<file path="config.mk">
export PLATFORM = sky130hd
export DESIGN_NAME = reg_scan_8x4
export DESIGN_NICKNAME = d
export VERILOG_FILES = /design/src/rtl/reg_scan_8x4_pkg.sv /design/src/rtl/reg_scan_8x4_scan_ctrl.sv /design/src/rtl/reg_scan_8x4.sv
export SDC_FILE = /design/constraint.sdc
export NUM_CORES = 1
export LEC_CHECK = 0
export CAP_MARGIN = 40
export CORE_UTILIZATION = 26
export CTS_CLUSTER_DIAMETER = 80
export DETAILED_ROUTE_END_ITERATION = 10
export GPL_ROUTABILITY_DRIVEN = 1
export PLACE_DENSITY = 0.5
export SLEW_MARGIN = 20
export SYNTH_ARGS = -nofsm -noshare
export SYNTH_HDL_FRONTEND = slang
export SYNTH_SLANG_ARGS = --single-unit
</file>
<file path="constraint.sdc">
create_clock -name Clock -period 1.6 [get_ports Clock]
set_input_delay 0.16 -clock Clock [delete_from_list [all_inputs] [get_ports Clock]]
set_output_delay 0.16 -clock Clock [all_outputs]
set_load 0.05 [all_outputs]
</file>
<file path="src/rtl/reg_scan_8x4_pkg.sv">
// ============================================================================
// Module   : reg_scan_8x4_pkg
// Brief    : Shared constants, state encoding and write-decode helper.
// Revision : 1.0
// ============================================================================
`default_nettype none

package reg_scan_8x4_pkg;

  localparam int WIDTH_DEF = 4;
  localparam int DEPTH     = 8;
  localparam int SEL_W     = 3;

  localparam logic [SEL_W-1:0] SEL_FIRST = 3'd0;
  localparam logic [SEL_W-1:0] SEL_PRE   = 3'd6;
  localparam logic [SEL_W-1:0] SEL_LAST  = 3'd7;

  typedef enum logic [0:0] {
    IDLE = 1'b0,
    SCAN = 1'b1
  } scan_state_e;

  // One-hot write strobe per entry; all-zero when writes are disabled.
  function automatic logic [DEPTH-1:0] wr_decode(input logic en,
                                                 input logic [SEL_W-1:0] addr);
    logic [DEPTH-1:0] hit;
    hit = '0;
    if (en) hit[addr] = 1'b1;
    return hit;
  endfunction

endpackage

`default_nettype wire

</file>
<file path="src/rtl/reg_scan_8x4_scan_ctrl.sv">
// ============================================================================
// Module   : reg_scan_8x4_scan_ctrl
// Brief    : IDLE/SCAN sequencer stepping the mux select through 0..7.
// Revision : 1.0
// ============================================================================
`default_nettype none

module reg_scan_8x4_scan_ctrl
  import reg_scan_8x4_pkg::*;
(
  input  logic             clk,
  input  logic             rst_n,
  input  logic             i_start,
  input  logic             i_loop,
  input  logic             i_stop,
  output logic [SEL_W-1:0] o_sel,
  output logic             o_busy,
  output logic             o_done
);

  scan_state_e      r_state;
  logic [SEL_W-1:0] r_sel;
  logic             r_busy;
  logic             r_done;

  // Busy/Done are registered alongside the next state so they carry no
  // combinational path from the inputs.
  always_ff @(posedge clk or negedge rst_n) begin
    if (!rst_n) begin
      r_state <= IDLE;
      r_sel   <= SEL_FIRST;
      r_busy  <= 1'b0;
      r_done  <= 1'b0;
    end else begin
      case (r_state)
        IDLE: begin
          r_sel  <= SEL_FIRST;
          r_done <= 1'b0;
          if (i_start && !i_stop) begin
            r_state <= SCAN;
            r_busy  <= 1'b1;
          end else begin
            r_busy  <= 1'b0;
          end
        end
        SCAN: begin
          if (i_stop) begin
            r_state <= IDLE;
            r_sel   <= SEL_FIRST;
            r_busy  <= 1'b0;
            r_done  <= 1'b0;
          end else if (r_sel != SEL_LAST) begin
            r_sel   <= r_sel + SEL_W'(1);
            r_done  <= (r_sel == SEL_PRE);
          end else if (i_loop) begin
            r_sel   <= SEL_FIRST;
            r_done  <= 1'b0;
          end else begin
            r_state <= IDLE;
            r_sel   <= SEL_FIRST;
            r_busy  <= 1'b0;
            r_done  <= 1'b0;
          end
        end
        default: begin
          r_state <= IDLE;
          r_sel   <= SEL_FIRST;
          r_busy  <= 1'b0;
          r_done  <= 1'b0;
        end
      endcase
    end
  end

  assign o_sel  = r_sel;
  assign o_busy = r_busy;
  assign o_done = r_done;

endmodule

`default_nettype wire

</file>
<file path="src/rtl/reg_scan_8x4.sv">
// ============================================================================
// Module   : reg_scan_8x4
// Brief    : 8-entry register bank feeding an 8:1 mux, with scan sequencer.
// Revision : 1.0
// ============================================================================
`default_nettype none

module reg_scan_8x4
  import reg_scan_8x4_pkg::*;
#(
  parameter int WIDTH = WIDTH_DEF
) (
  input  logic             Clock,
  input  logic             Resetn,
  input  logic             WrEn,
  input  logic [SEL_W-1:0] WrAddr,
  input  logic [WIDTH-1:0] D,
  input  logic             Start,
  input  logic             Loop,
  input  logic             Stop,
  output logic [WIDTH-1:0] W0,
  output logic [WIDTH-1:0] W1,
  output logic [WIDTH-1:0] W2,
  output logic [WIDTH-1:0] W3,
  output logic [WIDTH-1:0] W4,
  output logic [WIDTH-1:0] W5,
  output logic [WIDTH-1:0] W6,
  output logic [WIDTH-1:0] W7,
  output logic             S2,
  output logic             S1,
  output logic             S0,
  output logic             Busy,
  output logic             Done
);

  logic [DEPTH-1:0] w_wr_hit;
  logic [WIDTH-1:0] w_entry [DEPTH];
  logic [SEL_W-1:0] w_sel;

  assign w_wr_hit = wr_decode(WrEn, WrAddr);

  for (genvar gi = 0; gi < DEPTH; gi++) begin : g_entry
    logic [WIDTH-1:0] r_val;

    always_ff @(posedge Clock or negedge Resetn) begin
      if (!Resetn)
        r_val <= '0;
      else if (w_wr_hit[gi])
        r_val <= D;
    end

    assign w_entry[gi] = r_val;
  end

  reg_scan_8x4_scan_ctrl u_scan_ctrl (
    .clk     (Clock),
    .rst_n   (Resetn),
    .i_start (Start),
    .i_loop  (Loop),
    .i_stop  (Stop),
    .o_sel   (w_sel),
    .o_busy  (Busy),
    .o_done  (Done)
  );

  // Entries go straight to the mux data pins with no output logic.
  assign W0 = w_entry[0];
  assign W1 = w_entry[1];
  assign W2 = w_entry[2];
  assign W3 = w_entry[3];
  assign W4 = w_entry[4];
  assign W5 = w_entry[5];
  assign W6 = w_entry[6];
  assign W7 = w_entry[7];

  assign {S2, S1, S0} = w_sel;

endmodule

`default_nettype wire

</file>
==> results of run 1 <==
==> cell usage after synthesis <==
cell / count / area share
nor3_2: 2 / 0.013
nor3b_2: 2 / 0.017
ha_1: 3 / 0.025
nand2_1: 3 / 0.0075
nand4_1: 1 / 0.0042
dfrtp_1: 38 / 0.63
inv_1: 2 / 0.0050
mux2_2: 32 / 0.24
nor3_1: 2 / 0.0067
nor2_1: 2 / 0.0050
a21oi_1: 2 / 0.0067
nand4b_1: 3 / 0.017
nand3_1: 1 / 0.0033
nand2b_1: 4 / 0.017
==> final cells by class <==
cell class | instances | area (um^2)
clock buffer | 7 | 86.3
clock inverter | 1 | 5.00
fill | 554 | 3390
inverter | 2 | 7.51
multi-input combinational | 57 | 544
sequential | 38 | 951
tap | 72 | 90.1
timing repair buffer | 58 | 463
==> layer usage <==
| layer | up-vias | GRT usage | wire length [um] |
|---|---|---|---|
| met4 | 0 | 0.0278 | 36 |
| met2 | 39 | 0.212 | 1640 |
| li1 | 477 | - | - |
| met3 | 5 | 0.0477 | 261 |
| met5 | - | 0 | 0 |
| met1 | 510 | 0.151 | 1460 |
==> final timing paths <==
path / startpoint / slack, ps / end / cells past startpoint
worst max-delay path: WrAddr[1] / 170 / W2[2]$_DFFE_PN0P_ / 3
worst min-delay path: Resetn / 460 / W6[0]$_DFFE_PN0P_ / 3
worst max register to register: u_scan_ctrl.o_sel[1]$_DFF_PN0_ / 390 / u_scan_ctrl.o_busy$_DFFE_PN0P_ / 5
worst min register to register: u_scan_ctrl.o_sel[0]$_DFF_PN0_ / 500 / u_scan_ctrl.o_sel[0]$_DFF_PN0_ / 1
max in group asynchronous: Resetn / 810 / u_scan_ctrl.o_sel[0]$_DFF_PN0_ / 3
min in group Clock: Start / 460 / u_scan_ctrl.o_busy$_DFFE_PN0P_ / 3
==> registers in the layout (all words and copies together), names as in the netlist <==
register / flops
W3: 4
W1: 4
W0: 4
u_scan_ctrl.o_busy: 1
W6: 4
u_scan_ctrl.o_sel: 3
W7: 4
u_scan_ctrl.o_done: 1
W2: 4
W5: 4
W4: 4
u_scan_ctrl.r_state: 1
==> metrics by stage <==
stage,TNS (ps),worst slack [ps],util,hold WS [ps]
6_report,0,170,0.388,462
5_1_grt,0,121,0.388,474
4_1_cts,0,192,0.388,456
3_5_place_dp,-422,-108,0.369,245
3_3_place_gp,-190,-26.9,0.369,226
2_1_floorplan,0,187,-,-136
==> cell families (layout without fill, tap and decap cells) <==
family / Yosys count / in the layout / synth area share
buffers and inverters: 2 / 68 / 0.00500
flip-flops: 38 / 38 / 0.633
multiplexers: 32 / 32 / 0.240
AND/OR/NAND/NOR: 20 / 20 / 0.0908
AO/OA/AOI/OAI: 2 / 2 / 0.00666
adder cells (fa/ha/maj): 3 / 3 / 0.0250
==> worst max-delay path: stages <==
cell and delay, ps:
clkdlybuf4s50_1 650, nor3b_2 390, mux2_2 380
==> power by group <==
part / switching, mW / total, mW / internal [mW]
clock network: 0.308 / 0.655 / 0.347
logic: 0.842 / 1.25 / 0.410
registers: 0.0970 / 1.24 / 1.14
total: 1.25 / 3.15 / 1.90
==> what timing repair did <==
item / 4_1_cts / 5_1_grt
hold buffers: 1 / 0
endpoints found under the setup margin: 0 / 0
resized for setup: 0 / 0
hold endpoints to repair: 38 / 0
==> results.json, run 1 <==
{
  "wl_per_cell_um": 14.5,
  "cts_tree": "yes",
  "area_growth_pct": 42.9,
  "required_ps": 1760,
  "via_per_inst": 4.39,
  "cts-root-buf": "clkbuf_8",
  "clk_pin_slew_worst_paths_ps": 70,
  "start_util": 0.271,
  "mostFrequentLayoutCells": "45 x buf_4, 38 x dfrtp_1, 32 x mux2_2, 11 x clkdlybuf4s50_1, 6 x clkbuf_8",
  "dieArea_um2": 6090,
  "dr_total_vias": 1031,
  "num_io_pins": 50,
  "outcome": "finished clean",
  "drt-pass1-iter-count": 2,
  "die_h_um": 78.0,
  "core_um2": 5540,
  "crit_arrival_ps": 1590,
  "yosysWarnings": 0,
  "post_cts_buffers": 0,
  "hold_path.class": "primary input to asynchronous set/reset pin",
  "grt-ovfl-total": 0,
  "rsz0062_at_grt": "false",
  "grt_pass1_wl_mm": 5.71,
  "final_cell_area_um2": 2150,
  "powerDensity_nw_per_um2": 1470,
  "p_leak_nw": 0.986,
  "worstSetupPathType": "primary input to flip-flop",
  "wl_mm": 3.40,
  "max_freq_mhz": 699,
  "antenna_found_initial": 0,
  "end_kind": "flip-flop",
  "clk_path_buf_depth": 2,
  "syn_area_um2": 1500,
  "nets": 178,
  "cap_violations": 0,
  "dp_hpwl_mm": 2.48,
  "vdd.ir_drop.worst_uv": 393,
  "cts.sinks": 38,
  "io_buffers": 49,
  "fin_crit_ps": 1430,
  "globalRouteTotalUtil": 0.125,
  "placed_cell_area_um2": 2050,
  "relSlewSlack": 0.683,
  "setup_violations": 0,
  "insertion_delay_ps": 280,
  "syn_nets": 113,
  "grt_pass1_vias": 1175,
  "ant_nets": 0,
  "final_common_cell": "buf_4",
  "grt_max_degree": 39,
  "drive_above_1_share": 0.546,
  "synth.distinct_cells": 14,
  "num_rows": 27,
  "drc": 0,
  "start_kind": "primary input",
  "fin_crit_sh": 0.894,
  "stdcell_count": 235,
  "crit_fanout": 8,
  "die_w_um": 78.0,
  "ys_ff_latch": 38,
  "dp_cells": 226,
  "ys_seq_area_frac": 0.633,
  "worstMarginPinSlew_ps": 475,
  "avgSynthCellArea_um2": 15.5,
  "drtIter0Drc": 32,
  "cts_made_buffers": 5,
  "skew_ps": 6.60,
  "finalPower_mw": 3.15,
  "syn_inst": 97,
  "slew_viol_final": 0,
  "antenna-diode-count": 0,
  "htree_num_levels": 2,
  "hold_viol": 0,
  "place.gp.congestion": 0.675
}
No activity file was read; power rests on OpenSTA's default activity.
==> run 2: changes to the inputs <==
--- a/config.mk
+++ b/config.mk
@@ -11,6 +11,7 @@
 export DETAILED_ROUTE_END_ITERATION = 10
 export GPL_ROUTABILITY_DRIVEN = 1
 export PLACE_DENSITY = 0.5
+export REMOVE_ABC_BUFFERS = 1
 export SLEW_MARGIN = 20
 export SYNTH_ARGS = -nofsm -noshare
 export SYNTH_HDL_FRONTEND = slang
==> results of run 2 <==
Final layout, timing and power as in run 1 (identical DEF).
